$ cat src/rtl/disp_scan_if.sv
// Host/decoder-side bus of the eight-digit multiplexed display scanner.
// The scanner takes the slave modport and the host takes the master modport.
interface disp_scan_if;
   logic        load;
   logic [31:0] data;
   logic [7:0]  points;
   logic [7:0]  blank;
   logic        lz_en;
   logic [7:0]  an;
   logic [3:0]  hex;
   logic        le;
   logic        point;
   logic        pending;
   logic        frame_done;

   modport master (
      output load, data, points, blank, lz_en,
      input  an, hex, le, point, pending, frame_done
   );

   modport slave (
      input  load, data, points, blank, lz_en,
      output an, hex, le, point, pending, frame_done
   );
endinterface

$ cat src/rtl/disp_scan.sv
// Eight-digit time-multiplexed hex display scanner with double-buffered data,
// frame-synchronous commit, per-digit blanking and leading-zero suppression.
module disp_scan #(
   parameter int unsigned SCAN_DIV = 100000,
   parameter int unsigned GUARD    = 16
) (
   input  logic       clk,
   input  logic       rst_n,
   disp_scan_if.slave bus
);
   localparam int unsigned   CW      = $clog2(SCAN_DIV);
   localparam logic [CW-1:0] CNT_MAX = CW'(SCAN_DIV - 1);
   localparam logic [CW-1:0] GUARD_C = CW'(GUARD);

   logic [CW-1:0] cnt_q, cnt_d;
   logic [2:0]    idx_q, idx_d;
   logic [31:0]   pend_data_q, pend_data_d;
   logic [7:0]    pend_points_q, pend_points_d;
   logic [7:0]    pend_blank_q, pend_blank_d;
   logic          pending_q, pending_d;
   logic [31:0]   act_data_q, act_data_d;
   logic [7:0]    act_points_q, act_points_d;
   logic [7:0]    act_blank_q, act_blank_d;
   logic [7:0]    an_q, an_d;
   logic [3:0]    hex_q, hex_d;
   logic          le_q, le_d;
   logic          point_q, point_d;
   logic          fd_q, fd_d;

   logic cnt_wrap, commit, in_guard, suppress, dark;

   always_comb begin
      cnt_wrap = (cnt_q == CNT_MAX);
      commit   = cnt_wrap && (idx_q == 3'd7);
      cnt_d    = cnt_wrap ? '0 : cnt_q + CW'(1);
      idx_d    = cnt_wrap ? idx_q + 3'd1 : idx_q;

      pend_data_d   = pend_data_q;
      pend_points_d = pend_points_q;
      pend_blank_d  = pend_blank_q;
      pending_d     = pending_q;
      act_data_d    = act_data_q;
      act_points_d  = act_points_q;
      act_blank_d   = act_blank_q;

      // Commit of the old pending value happens before a coincident load is captured.
      if (commit) begin
         if (pending_q) begin
            act_data_d   = pend_data_q;
            act_points_d = pend_points_q;
            act_blank_d  = pend_blank_q;
         end
         pending_d = 1'b0;
      end
      if (bus.load) begin
         pend_data_d   = bus.data;
         pend_points_d = bus.points;
         pend_blank_d  = bus.blank;
         pending_d     = 1'b1;
      end

      // A digit is a leading zero when it and every more significant nibble are zero.
      suppress = bus.lz_en && (idx_q != 3'd0);
      for (int k = 0; k < 8; k++) begin
         if ((k >= int'(idx_q)) && (act_data_q[4*k +: 4] != 4'd0)) begin
            suppress = 1'b0;
         end
      end

      in_guard = (cnt_q < GUARD_C);
      dark     = act_blank_q[idx_q] || suppress;
      an_d     = in_guard ? 8'hFF : ~(8'd1 << idx_q);
      hex_d    = act_data_q[{idx_q, 2'b00} +: 4];
      le_d     = in_guard || dark;
      point_d  = !in_guard && !dark && act_points_q[idx_q];
      fd_d     = commit;
   end

   always_ff @(posedge clk or negedge rst_n) begin
      if (!rst_n) begin
         cnt_q         <= '0;
         idx_q         <= 3'd0;
         pend_data_q   <= 32'd0;
         pend_points_q <= 8'd0;
         pend_blank_q  <= 8'd0;
         pending_q     <= 1'b0;
         act_data_q    <= 32'd0;
         act_points_q  <= 8'd0;
         act_blank_q   <= 8'd0;
         an_q          <= 8'hFF;
         hex_q         <= 4'd0;
         le_q          <= 1'b1;
         point_q       <= 1'b0;
         fd_q          <= 1'b0;
      end else begin
         cnt_q         <= cnt_d;
         idx_q         <= idx_d;
         pend_data_q   <= pend_data_d;
         pend_points_q <= pend_points_d;
         pend_blank_q  <= pend_blank_d;
         pending_q     <= pending_d;
         act_data_q    <= act_data_d;
         act_points_q  <= act_points_d;
         act_blank_q   <= act_blank_d;
         an_q          <= an_d;
         hex_q         <= hex_d;
         le_q          <= le_d;
         point_q       <= point_d;
         fd_q          <= fd_d;
      end
   end

   assign bus.an         = an_q;
   assign bus.hex        = hex_q;
   assign bus.le         = le_q;
   assign bus.point      = point_q;
   assign bus.pending    = pending_q;
   assign bus.frame_done = fd_q;
endmodule

$ cat src/flat_wrapper.sv
// flat-port wrapper written by rule: the top's interface ports become plain ports
module disp_scan_flat 
#(
   parameter int unsigned SCAN_DIV = 100000,
   parameter int unsigned GUARD    = 16
)
  (clk, rst_n, bus_load, bus_data, bus_points, bus_blank, bus_lz_en, bus_an, bus_hex, bus_le, bus_point, bus_pending, bus_frame_done);
  disp_scan_if bus_i ();
  input  logic clk;
  input  logic rst_n;
  input wire logic [$bits(bus_i.load)-1:0] bus_load;
  input wire logic [$bits(bus_i.data)-1:0] bus_data;
  input wire logic [$bits(bus_i.points)-1:0] bus_points;
  input wire logic [$bits(bus_i.blank)-1:0] bus_blank;
  input wire logic [$bits(bus_i.lz_en)-1:0] bus_lz_en;
  output wire logic [$bits(bus_i.an)-1:0] bus_an;
  output wire logic [$bits(bus_i.hex)-1:0] bus_hex;
  output wire logic [$bits(bus_i.le)-1:0] bus_le;
  output wire logic [$bits(bus_i.point)-1:0] bus_point;
  output wire logic [$bits(bus_i.pending)-1:0] bus_pending;
  output wire logic [$bits(bus_i.frame_done)-1:0] bus_frame_done;
  assign bus_i.load = bus_load;
  assign bus_i.data = bus_data;
  assign bus_i.points = bus_points;
  assign bus_i.blank = bus_blank;
  assign bus_i.lz_en = bus_lz_en;
  assign bus_an = bus_i.an;
  assign bus_hex = bus_i.hex;
  assign bus_le = bus_i.le;
  assign bus_point = bus_i.point;
  assign bus_pending = bus_i.pending;
  assign bus_frame_done = bus_i.frame_done;
  disp_scan #(.SCAN_DIV(SCAN_DIV), .GUARD(GUARD)) u_core (.clk(clk), .rst_n(rst_n), .bus(bus_i));
endmodule
$ cat config.mk
export PLATFORM = sky130hd
export DESIGN_NAME = disp_scan_flat
export DESIGN_NICKNAME = d
export VERILOG_FILES = /design/src/rtl/disp_scan_if.sv /design/src/rtl/disp_scan.sv /design/src/flat_wrapper.sv
export SDC_FILE = /design/constraint.sdc
export NUM_CORES = 1
export LEC_CHECK = 0
export CAP_MARGIN = 20
export CORE_MARGIN = 2
export CORE_UTILIZATION = 35
export DETAILED_ROUTE_END_ITERATION = 10
export GPL_ROUTABILITY_DRIVEN = 0
export GPL_TIMING_DRIVEN = 0
export SYNTH_ARGS = -nofsm -noshare
export SYNTH_HDL_FRONTEND = slang
export SYNTH_SLANG_ARGS = --single-unit
$ cat constraint.sdc
create_clock -name clk -period 6.4 [get_ports clk]
set_input_delay 1.28 -clock clk [delete_from_list [all_inputs] [get_ports clk]]
set_output_delay 1.28 -clock clk [all_outputs]
set_load 0.02 [all_outputs]
### Yosys cells after proc, flatten, opt, wreduce, memory -nomap -nowiden

Cells that the tools add are included.

| cells by class | value |
|---|---|
| $add $sub $neg | 2 |
| magnitude comparators | 9 |
| equality and inequality tests | 2 |
| shifts and indexed selects | 2 |
| muxes and demuxes | 16 |
| bitwise gates (word level) | 1 |
| reductions and logical operators | 26 |

Operator list:

| cell | count |
|---|---|
| nonzero test 4 bit | 8 |
| variable part select 32 x 6 -> 4 bit | 1 |
| adder 17 x 1 -> 17 bit, second input constant | 1 |
| == test 17 bit, second input constant | 1 |
| less-than comparator 17 x 5 -> 1 bit, second input constant | 1 |
| 2-to-1 mux 17 bit | 1 |
| 2-to-1 mux 1 bit | 12 |
| logical AND 1 bit | 11 |
| greater-or-equal comparator 3 bit, first input constant | 3 |
| 2-to-1 mux 8 bit | 1 |
| NOT 8 bit | 1 |
| << shifter 1 x 3 -> 8 bit, first input constant | 1 |
| binary-select mux 1 bit (select 3 bit) | 2 |
| greater-or-equal comparator 1 x 3 -> 1 bit, first input constant | 2 |
| greater-or-equal comparator 2 x 3 -> 1 bit, first input constant | 2 |
| less-than comparator 3 x 4 -> 1 bit, second input constant | 1 |
| adder 3 x 1 -> 3 bit, second input constant | 1 |
| == test 3 bit, second input constant | 1 |
| nonzero test 3 bit | 1 |
| logical NOT 1 bit | 2 |
| logical OR 1 bit | 2 |
| AND reduction 2 bit | 1 |
| nonzero test 2 bit | 1 |

| storage, ports and cells | value |
|---|---|
| register bits after elaboration | 132 |
| bits of input ports | 52 |
| output and inout port bits | 16 |
| word-level logic and storage cells | 72 |

### Longest topological paths before layout

Gate-level depths: netlist (run 1).

| depth | value |
|---|---|
| depth after elaboration | 14 |
| mapped depth | 8 |
| depth with buffers taken out | 6 |

### Worst setup path after synthesis (run 1)

OpenSTA, ideal clock, no wires.

| path | value |
|---|---|
| kind | input-to-reg |
| start point | input port bus_lz_en |
| end point | register u_core.point_q, in the netlist u_core.bus.point |
| setup time | 0.144 ns |
| arrival time | 2.400 ns |
| data required time | 6.256 ns |
| slack | 3.857 ns |
| cell stages on the path | 4 |
| buffers on the path | 0 |
| cell sequence | or4b_2 a211o_1 nor3_1 a41oi_1 |

| on the way | value |
|---|---|
| cells in the longest elaborated chain, start to end | 13 |

RTL lines:

| item | line | RTL |
|---|---|---|
| start: declaration | flat_wrapper.sv:15 | `input wire logic [$bits(bus_i.lz_en)-1:0] bus_lz_en;` |
| logical AND 1 bit | disp_scan.sv:63 | `suppress = bus.lz_en && (idx_q != 3'd0);` |
| 2-to-1 mux 1 bit (8 in a row) | disp_scan.sv:65 | `if ((k >= int'(idx_q)) && (act_data_q[4*k +: 4] != 4'd0)) begin` |
| logical OR 1 bit | disp_scan.sv:71 | `dark = act_blank_q[idx_q] \|\| suppress;` |
| logical NOT 1 bit | disp_scan.sv:75 | `point_d = !in_guard && !dark && act_points_q[idx_q];` |
| logical AND 1 bit (2 in a row) | disp_scan.sv:75 |  |
| via u_core.point_d | disp_scan.sv:27 | `logic point_q, point_d;` |
| end signal: assignment | disp_scan.sv:108 | `point_q <= point_d;` |
| end: declaration | disp_scan.sv:27 |  |

The timed path passes the listed nets, and every way through them passes these cells.
A chain may end at the register's enable or synchronous reset.

### Worst setup path in the final report (run 1)

Ends and elaborated chain as after synthesis.

==> results.toml, run 1 <==
[status]
outcome = "completed"

[power_and_ir_drop]
p_int_w = 0.00152
p_comb_share_pct = 4.7
p_sw_w = 0.000392
p_per_area_nw_per_um2 = 266
ir_drop_uv = 183
p_seq_share_pct = 46.3
swShare_pct = 20.5
p_leak_nw = 3.22
p_clk_share_pct = 49.1

[cts]
postCtsHoldBufs = 0
clk_path_buf_depth = 2
clk_pin_slew_ns = 0.06
cts-resized-gates = 0
postCtsSetupBuffers = 0
insertion_delay_ns = 0.42
cts.sinks = 132
cts_tree = "built"
root_buffer = "clkbuf_16"
htreeDepth = 4
cts_buffers = 17

[worst_setup_path]
arrival_ns = 3.08
worstRegToRegCells = 6
cp_max_fo = 2
worst-endpoint-required_ns = 6.65
cp-start-kind = "primary input"
cp-end-kind = "flop"
worstSetupPathType = "primary input to flop"

[final_layout]
areaGrowthSynthToFinish_pct = 27.3
antenna_cells = 0
stdcell_area_um2 = 7180
n_fill_cell = 1436
multi_input_area_um2 = 2210
drive_above_1_share_pct = 32.7
layout.nets = 535
seq_area_um2 = 3310
finalCoreUtilization_pct = 45.4

[detailed_routing]
wl_per_cell_um = 15.9
drtIter0Drc = 179
viasPerCell = 4.82
ant_nets = 0
drc = 0
vias = 3397
drt-total-wl_um = 11200
firstDrtPassIters = 4

[die]
io_pins = 68
core_um2 = 15800
die_area_um2 = 17200
die_h_um = 131
num_rows = 46
dieWidth_um = 131
start_util_pct = 35.7

[sta]
worstMarginPinSlew_ns = 0.655
clock_skew_ns = 0.00665
finalSetupViolCount = 0
fmax_mhz = 353
slew_violations = 0
period_minus_slack_ns = 2.83
relSlewSlack_pct = 56.3
finalCritPeriodShare_pct = 44.2
rsz0062_at_grt = "false"
finalHoldViolCount = 0

[grt]
grt_max_degree = 79
antenna_found_initial = 0
first_global_vias = 3531
grt_pass1_wl_um = 18400
grt_overflow = 0
track_usage_pct = 14.4

[run]
cap_viol_max_count = 0

[placed_design]
dpl-instance-area_um2 = 6600
dp.final_hpwl_um = 8070
port_buffers = 66

[synthesis]
synthDistinctLibCells = 39
syn_inst = 390
yosys_warnings = 0
synthArstFlopShare_pct = 100
syn-cell-area_um2 = 5640
synthFlopType = "dfrtp_1"
synth_seq_cells = 132
syn_nets = 449
synth_area_per_cell_um2 = 14.5
ys_seq_area_share_pct = 58.7
synth-edff-count = 0

[hold_path]
hold_class = "flop to flop"
min_path_cells = 1
final timing paths:
kind / from / slack [ns] / end
max: bus_lz_en / 3.57 / u_core.bus.point$_DFF_PN0_
min: u_core.cnt_q[0]$_DFF_PN0_ / 0.49 / u_core.cnt_q[0]$_DFF_PN0_
max reg2reg: u_core.idx_q[1]$_DFFE_PN0N_ / 3.86 / u_core.bus.point$_DFF_PN0_
min reg2reg: u_core.cnt_q[0]$_DFF_PN0_ / 0.49 / u_core.cnt_q[0]$_DFF_PN0_
max in group asynchronous: rst_n / 4.80 / u_core.bus.an[7]$_DFF_PN1_
min in group asynchronous: rst_n / 0.81 / u_core.pend_data_q[9]$_DFFE_PN0P_
synthesized netlist by cell type, types with 2 or more instances:
library cell  count  area share [%]
dfrtp_1         123              55
mux2_2           77              15
nand2_1          30             2.0
mux2_4           20             5.3
nand3_1          13             1.2
xnor2_1          12             1.9
mux4_2           11             4.4
nor2_1           11            0.73
dfstp_2           9             4.2
nor4_1            8            0.89
ha_1              7             1.6
inv_1             6            0.40
clkbuf_1          5            0.33
nor3_1            5            0.44
a21oi_1           4            0.35
and3_1            4            0.44
buf_1             4            0.27
buf_2             4            0.35
mux2i_1           4            0.71
o21ai_0           4            0.35
buf_6             3            0.60
nand4_1           3            0.33
and4_1            2            0.31
clkinv_1          2            0.13
nor2b_1           2            0.22
or3_1             2            0.22
or4_1             2            0.27
xor2_1            2            0.31
power by group through the flow:
stage | combinational, W | clock [W] | sequential [W]
after floorplan | 0.0000374 | 0 | 0.000890
after global placement | 0.0000871 | 0 | 0.000898
after detailed placement | 0.0000918 | 0 | 0.000899
after CTS | 0.0000925 | 0.000961 | 0.000885
after global routing | 0.0000999 | 0.00100 | 0.000888
final | 0.0000897 | 0.000938 | 0.000884
area by class of cell:
class / count / share of cell area (%)
Timing Repair Buffer: 67 / 9.60
Buffer: 16 / 1.22
Multi-Input combinational cell: 234 / 30.8
Clock inverter: 11 / 1.50
Sequential cell: 132 / 46.2
Inverter: 8 / 0.418
Tap cell: 216 / 3.76
Clock buffer: 21 / 6.55
cell usage in the layout (no fill, tap or decap), types with 5 or more instances in the layout:
cell type	count
clkdlybuf4s50_1	65
inv_1	6
mux2_4	20
ha_1	7
mux2_2	77
clkbuf_16	17
dfstp_2	9
nor4_1	8
nor2_1	11
nand3_1	13
nand2_1	30
nor3_1	5
clkbuf_1	6
clkinv_2	8
xnor2_1	12
mux4_2	11
dfrtp_1	123
per-stage QoR:
stage	setup TNS, ns	hold WS [ns]	std cells	worst slack [ns]	power (W)
2_1_floorplan	0	0.455	390	3.86	0.000928
3_3_place_gp	-111.47	0.470	672	-0.915	0.000985
3_5_place_dp	0	0.488	673	3.17	0.000991
4_1_cts	0	0.495	705	3.56	0.00194
5_1_grt	0	0.517	705	3.54	0.00199
6_report	0	0.492	705	3.57	0.00191
registers in the layout, indices dropped and copies added (netlist names):
signal,cells
u_core.act_data_q,32
u_core.pend_data_q,32
u_core.cnt_q,17
u_core.act_blank_q,8
u_core.act_points_q,8
u_core.bus.an,8
u_core.pend_blank_q,8
u_core.pend_points_q,8
u_core.bus.hex,4
u_core.idx_q,3
u_core.bus.frame_done,1
u_core.bus.le,1
u_core.bus.pending,1
u_core.bus.point,1
cell families after synthesis:
group / synth area share (%)
and+or+nand+nor: 7.85
AOI/OAI and AO/OA: 1.82
xor gates and xnor gates: 2.17
muxes: 25.8
adders and majority gates: 1.55
buffers and inverters: 2.08
DFF: 58.7
critical path: stages:
cell and delay [ns]:
clkdlybuf4s50_1 0.48, or4b_2 0.60, a211o_1 0.24, nor3_1 0.26, a41oi_1 0.22
per-layer routing:
metal	up-vias	wire length [um]	global-route usage, %
met5	-	0	0
met3	13	504	4.72
met2	78	5220	21.3
met1	1728	5360	19.6
li1	1578	-	-
met4	0	149	6.20
Note: power is estimated with default switching activity, not from simulation.
==> run 2: changes to the inputs <==
clock period = 2.93 ns   (was 6.4 ns; I/O delays follow)
==> results of run 2 <==
The final DEF is identical to that of run 1. Status: completed.
Among the figures that moved: setup slack after placement 3.17 ns -> 0.397 ns; setup slack after layout 3.57 ns -> 0.390 ns; hold slack 0.492 ns -> 0.112 ns; start point of the critical path bus_lz_en -> u_core.idx_q[1]$_DFFE_PN0N_; register-to-register setup slack 3.86 ns -> 0.39 ns; total power 0.00191 W -> 0.00418 W; worst IR drop on VDD 183 uV -> 400 uV
